<file path="src/rtl/mem_arbiter.sv">
// rtl/mem_arbiter.sv - two-port (fetch/data) arbiter onto one single-port memory with timeout abort
module mem_arbiter #(
  parameter int RR = 1,
  parameter int TO = 15
) (
  input  logic        inclk,
  input  logic        rstn,
  input  logic        i_req,
  input  logic [31:0] i_addr,
  output logic        i_done,
  output logic [31:0] i_rdata,
  input  logic        d_req,
  input  logic        d_we,
  input  logic [31:0] d_addr,
  input  logic [31:0] d_wdata,
  output logic        d_done,
  output logic [31:0] d_rdata,
  output logic        m_cs,
  output logic        m_we,
  output logic [31:0] m_addr,
  output logic [31:0] m_wdata,
  input  logic [31:0] m_rdata,
  input  logic        m_ready,
  output logic        busy,
  output logic        err
);

  typedef enum logic {
    IDLE   = 1'b0,
    ACCESS = 1'b1
  } state_t;

  localparam logic OWN_I = 1'b0;
  localparam logic OWN_D = 1'b1;
  localparam logic [7:0] CNT_LAST = 8'(TO - 1);

  state_t      state_q, state_d;
  logic        owner_q, owner_d;
  logic        last_q, last_d;
  logic [7:0]  cnt_q, cnt_d;
  logic        we_q, we_d;
  logic [31:0] addr_q, addr_d;
  logic [31:0] wdata_q, wdata_d;
  logic        i_done_q, i_done_d;
  logic        d_done_q, d_done_d;
  logic        err_q, err_d;
  logic [31:0] i_rdata_q, i_rdata_d;
  logic [31:0] d_rdata_q, d_rdata_d;

  logic        i_elig, d_elig;
  logic        grant;
  logic        grant_owner;

  // A port still showing its done pulse is dropping its request this cycle.
  assign i_elig = i_req && !i_done_q;
  assign d_elig = d_req && !d_done_q;

  always_comb begin
    state_d     = state_q;
    owner_d     = owner_q;
    last_d      = last_q;
    cnt_d       = cnt_q;
    we_d        = we_q;
    addr_d      = addr_q;
    wdata_d     = wdata_q;
    i_done_d    = 1'b0;
    d_done_d    = 1'b0;
    err_d       = 1'b0;
    i_rdata_d   = i_rdata_q;
    d_rdata_d   = d_rdata_q;
    grant       = 1'b0;
    grant_owner = OWN_I;

    case (state_q)
      IDLE: begin
        if (i_elig || d_elig) begin
          grant = 1'b1;
          if (i_elig && d_elig) begin
            grant_owner = (RR != 0) ? ~last_q : OWN_D;
          end else begin
            grant_owner = d_elig;
          end
        end
      end
      ACCESS: begin
        if (m_ready) begin
          if (!we_q) begin
            if (owner_q == OWN_D) d_rdata_d = m_rdata;
            else                  i_rdata_d = m_rdata;
          end
          if (owner_q == OWN_D) d_done_d = 1'b1;
          else                  i_done_d = 1'b1;
          last_d  = owner_q;
          state_d = IDLE;
          // Hand the memory straight to a waiting other port so there is no idle bubble.
          if ((owner_q == OWN_D) ? i_elig : d_elig) begin
            grant       = 1'b1;
            grant_owner = ~owner_q;
          end
        end else if (cnt_q == CNT_LAST) begin
          if (owner_q == OWN_D) d_done_d = 1'b1;
          else                  i_done_d = 1'b1;
          err_d   = 1'b1;
          last_d  = owner_q;
          state_d = IDLE;
        end else begin
          cnt_d = cnt_q + 8'd1;
        end
      end
      default: state_d = IDLE;
    endcase

    if (grant) begin
      state_d = ACCESS;
      owner_d = grant_owner;
      cnt_d   = 8'd0;
      if (grant_owner == OWN_D) begin
        we_d    = d_we;
        addr_d  = d_addr;
        wdata_d = d_wdata;
      end else begin
        we_d    = 1'b0;
        addr_d  = i_addr;
        wdata_d = 32'd0;
      end
    end
  end

  always_ff @(posedge inclk) begin
    if (!rstn) begin
      state_q   <= IDLE;
      owner_q   <= OWN_I;
      last_q    <= OWN_I;
      cnt_q     <= 8'd0;
      we_q      <= 1'b0;
      addr_q    <= 32'd0;
      wdata_q   <= 32'd0;
      i_done_q  <= 1'b0;
      d_done_q  <= 1'b0;
      err_q     <= 1'b0;
      i_rdata_q <= 32'd0;
      d_rdata_q <= 32'd0;
    end else begin
      state_q   <= state_d;
      owner_q   <= owner_d;
      last_q    <= last_d;
      cnt_q     <= cnt_d;
      we_q      <= we_d;
      addr_q    <= addr_d;
      wdata_q   <= wdata_d;
      i_done_q  <= i_done_d;
      d_done_q  <= d_done_d;
      err_q     <= err_d;
      i_rdata_q <= i_rdata_d;
      d_rdata_q <= d_rdata_d;
    end
  end

  assign busy    = (state_q == ACCESS);
  assign m_cs    = busy;
  assign m_we    = busy ? we_q : 1'b0;
  assign m_addr  = busy ? addr_q : 32'd0;
  assign m_wdata = busy ? wdata_q : 32'd0;
  assign i_done  = i_done_q;
  assign d_done  = d_done_q;
  assign err     = err_q;
  assign i_rdata = i_rdata_q;
  assign d_rdata = d_rdata_q;

endmodule

</file>
<file path="config.mk">
export PLATFORM = sky130hd
export DESIGN_NAME = mem_arbiter
export DESIGN_NICKNAME = d
export VERILOG_FILES = /design/src/rtl/mem_arbiter.sv
export SDC_FILE = /design/constraint.sdc
export NUM_CORES = 1
export LEC_CHECK = 0
export CAP_MARGIN = 20
export CORE_ASPECT_RATIO = 0.9
export CORE_MARGIN = 8
export CORE_UTILIZATION = 43
export CTS_BUF_LIST = sky130_fd_sc_hd__clkbuf_4 sky130_fd_sc_hd__clkbuf_8
export DETAILED_ROUTE_END_ITERATION = 7
export GPL_TIMING_DRIVEN = 1
export HOLD_SLACK_MARGIN = 0.06
export MAX_ROUTING_LAYER = met4
export PLACE_DENSITY = 0.85
export RECOVER_POWER = 100
export SKIP_LAST_GASP = 1
export SYNTH_ARGS = -nofsm -noshare
export SYNTH_HDL_FRONTEND = slang
export SYNTH_SLANG_ARGS = --single-unit
</file>
<file path="constraint.sdc">
create_clock -name inclk -period 2 [get_ports inclk]
set_clock_uncertainty 0.15 [all_clocks]
set_input_delay 0.2 -clock inclk [delete_from_list [all_inputs] [get_ports inclk]]
set_output_delay 0.2 -clock inclk [all_outputs]
set_load 0.05 [all_outputs]
</file>
# Yosys cells after proc, flatten, opt, wreduce, memory -nomap -nowiden
# Cells that the tools add are included.
# totals
wordCells	64
inputBits	134
out_inout_bits	134
ff_bits	143
# classes
bitwise	7
mux	29
add_sub_neg	1
eq_ne	1
n_reduce_logical	14
# ops
cell	count
two-way mux 32 bit	4
two-way mux 1 bit	23
adder 8 x 1 -> 8 bit (second input constant)	1
== test 8 x 4 -> 1 bit (second input constant)	1
AND reduction 4 bit	2
NOT 1 bit	7
one-hot mux 1 bit (2 select lines)	2
AND reduction 2 bit	2
logical AND 1 bit	3
AND reduction 3 bit	1
OR reduction 3 bit	1
logical NOT 1 bit	2
nonzero test 2 bit	1
OR reduction 2 bit	1
logical OR 1 bit	1

# Longest topological paths before layout
# logic_depth
word_depth	7
ltp_mapped	7
ltp_nobuf	6

# Worst setup path before layout
# No wires, ideal clock.
# synth_path
path_type	reg-to-output
startpoint	register state_q (netlist: busy)
endpoint	output m_addr[13]
required_ns	1.650
t_arrival_ns	1.892
path_buffers	3
slack_ns	-0.242
path_stages_with_launch	5
cell_sequence	dfxtp_1 -> buf_2 -> clkbuf_1 -> clkbuf_1 -> and2_1
# synth_via
elab_chain_len	1
# synth_lines
item	line_no	rtl
start: declaration	37	state_t state_q, state_d;
start signal: assignment	144	state_q <= state_d;
two-way mux 32 bit	162	assign m_addr = busy ? addr_q : 32'd0;
end: declaration	20	output logic [31:0] m_addr,
# No other way between the ends.

# Final worst setup path
# layout_path
startpoint	register i_rdata_q[16] (netlist: i_rdata[16])
endpoint	output i_rdata[16]
# layout_lines
item	line_no	rtl
start: declaration	47	logic [31:0] i_rdata_q, i_rdata_d;
start signal: assignment	154	i_rdata_q <= i_rdata_d;
end: declaration	11	output logic [31:0] i_rdata,
# No word-level cell between the ends.

==> flow_summary.toml <==
[outcome]
status = "finished with violations"
violations = "negative setup slack"

[final_layout]
area_delta_synth_final_pct = 58.1
drive_gt1_share_pct = 16.9
fin_util_pct = 69.1
final_nets = 1011
nFillCells = 1033
stdcell_count = 1057

[worst_setup_path]
slowest_delay_ns = 0.85
cp_top_family = "buffers and inverters"
startpoint_type = "flop"
crit_arrival_ns = 1.66
slowest_stage = "clkdlybuf4s50_1"
required_ns = 1.65
crit_buf_inv = 1
critPathKind = "reg2out"
crit_chain = "clkdlybuf4s50_1"
cp-end-kind = "primary output"
critPathMaxFanout = 2

[synthesis]
syn-instance-count = 613
yosys_warnings = 0
synth_area_sq_um = 5800
synthArstFlopShare_pct = 0
syn_avg_cell_area_sq_um = 9.46
synth-edff-count = 0
ys_ff_latch = 143
synth_area_leaders = "dfxtp_1, nand2_1, a21boi_1"
synth_top_cell_area_share_pct = 49.4
syn_nets = 749
synth_common_cells = "dfxtp_1, nand2_1, and2_1, a21boi_1, a22o_1"
yosysMostFrequentCell = "dfxtp_1"
yosysTopAreaCell = "dfxtp_1"
ys_types = 37
synth_ff_type = "dfxtp_1"
seq_area_frac_synth_pct = 49.4

[sta]
final-setup-viol-count = 1
max_freq_ghz = 0.498
worst_pin_slew_ns = 0.666
slew-limit-headroom_pct = 55.8
finalCriticalPeriod_ns = 2.01
hold_viol_final = 0
slew_violations = 0
min_period_over_period_pct = 100
setup_slack_ns = -0.00804

[clock_tree]
cts.path.max_buffers = 2
numCtsBuffers = 17
h-tree-depth = 4
cts_num_sinks = 143
clkTransAtPathRegs_ns = 0.08
insertion_delay_ns = 0.44
tritoncts = "yes"
root_buffer = "clkbuf_8"

[pwr]
p_leak_nw = 3.51
ir_drop_uv = 726
power-per-cell-area_nw_per_um2 = 800

[job]
drv_cap = 0

[worst_hold_path]
hp-class = "in2reg"

[global_routing]
grt_start_max_net_pins = 43
grt_pass1_wl_um = 30400
grt_pass1_vias = 5522
track_usage_pct = 22.5
antenna_found_initial = 1
gr-total-overflow = 0

[detailed_routing]
ant_nets = 0
post_drt_wl_per_cell_um = 18.6
drc = 0
drt_iter0_markers = 253
vias = 5323
routed_wirelength_um = 19700
routed_via_density = 5.04
drt_pass1_iterations = 4

[floorplan]
coreArea_sq_um = 13300
fp-row-count = 40
start_util_pct = 43.7
pin_count = 268
die_h_um = 126
die-area_sq_um = 17500
fp.dieW_um = 138

[placed_design]
detailed_place_hpwl_um = 14600
gp_congestion = 0.818
io_buffers = 267
dp.cells = 1023
==> path summary, 6_finish.rpt <==
kind | slack, ns | cells after the start | endpoint | start
min reg2reg | 0.31 | 2 | i_rdata[25]$_SDFFE_PN0P_ | i_rdata[25]$_SDFFE_PN0P_
max reg2reg | 0.09 | 5 | addr_q[13]$_SDFFE_PN0P_ | owner_q$_SDFFE_PN0P_
max | -0.008 | 1 | i_rdata[16] | i_rdata[16]$_SDFFE_PN0P_
min | 0.18 | 3 | i_rdata[3]$_SDFFE_PN0P_ | m_rdata[3]
==> kinds of logic after synthesis <==
kind of cell / count (synthesis) / synth area share, %
and+or+nand+nor: 234 / 19.5
AOI/OAI and AO/OA: 143 / 19.9
DFF: 143 / 49.4
buffers and inverters: 53 / 4.36
muxes: 32 / 5.52
xor gates and xnor gates: 6 / 0.906
adders and majority gates: 2 / 0.432
==> sequential cells by signal, indices dropped and copies added (netlist names) <==
register and count:
addr_q 32, busy 1, cnt_q 8, d_done 1, d_rdata 32, err 1
i_done 1, i_rdata 32, last_q 1, owner_q 1, wdata_q 32, we_q 1
==> cell usage in the layout (no fill, tap or decap), types with 2 or more instances in the layout <==
cell,instances
a22o_1,33
a21boi_1,5
mux2i_1,32
clkbuf_4,13
dlygate4sd2_1,9
and2_0,40
clkdlybuf4s50_1,137
clkbuf_1,56
a21boi_0,59
nor3b_1,2
nor3_1,3
bufinv_16,3
buf_12,49
nand3_1,5
and3b_1,2
ha_1,2
nand2b_1,5
nand2_1,133
buf_4,11
dfxtp_1,142
and3_1,3
xnor2_1,5
a211oi_1,3
clkinvlp_4,3
nand4_1,2
and2_2,25
clkbuf_8,22
clkbuf_2,15
o2bb2ai_1,32
clkinv_2,4
nor2_1,7
inv_1,3
a21o_1,3
a21oi_1,3
==> routing by layer <==
layer / up-vias / GRT usage, % / share of wire (%)
li1: 2614 / - / -
met1: 2506 / 25.0 / 41
met2: 174 / 36.8 / 50
met3: 29 / 8.34 / 6.9
met4: 0 / 7.60 / 2.2
met5: - / - / 0
==> per-stage QoR <==
| stage | TNS (ns) | power, mW | worst slack, ns | hold slack (ns) | instance area (sq um) |
|---|---|---|---|---|---|
| finish | -0.00804 | 7.33 | -0.00804 | 0.184 | 9170 |
| CTS | 0 | 7.59 | 0.00336 | 0.142 | 9920 |
| detailed placement | -2.12 | 5.12 | -0.0698 | 0.290 | 9490 |
| global placement | -0.607 | 5.09 | -0.0287 | 0.286 | 9490 |
| floorplan | 0 | 4.15 | 0.0219 | 0.183 | 5850 |
| global route | -0.0617 | 7.64 | -0.0617 | 0.159 | 9170 |
==> area by class of cell <==
type                       instances  area [sq um]  share of cell area, %
tap                              168           210                   2.29
antenna                            1          2.50                 0.0273
timing repair buffer             293          2920                   31.9
sequential                       143          2860                   31.2
multi-input combinational        417          2720                   29.7
clock buffer                      22           303                   3.30
clock inverter                    10           133                   1.45
inverter                           3          11.3                  0.123
==> timing repair <==
| item | 4_1_cts | 5_1_grt |
|---|---|---|
| setup endpoints to repair | 9 | 63 |
| resized for setup | 9 | 52 |
| pin swaps | 0 | 0 |
| hold endpoints to repair | 9 | 0 |
| hold buffers | 1 | 0 |
| setup buffers | 0 | 0 |
==> power breakdown <==
group          internal (mW)  switching, mW
sequential              3.03          0.102
combinational          0.745          0.978
clock                   1.39           1.08
total                   5.17           2.17
No activity file was read; power rests on OpenSTA's default activity.
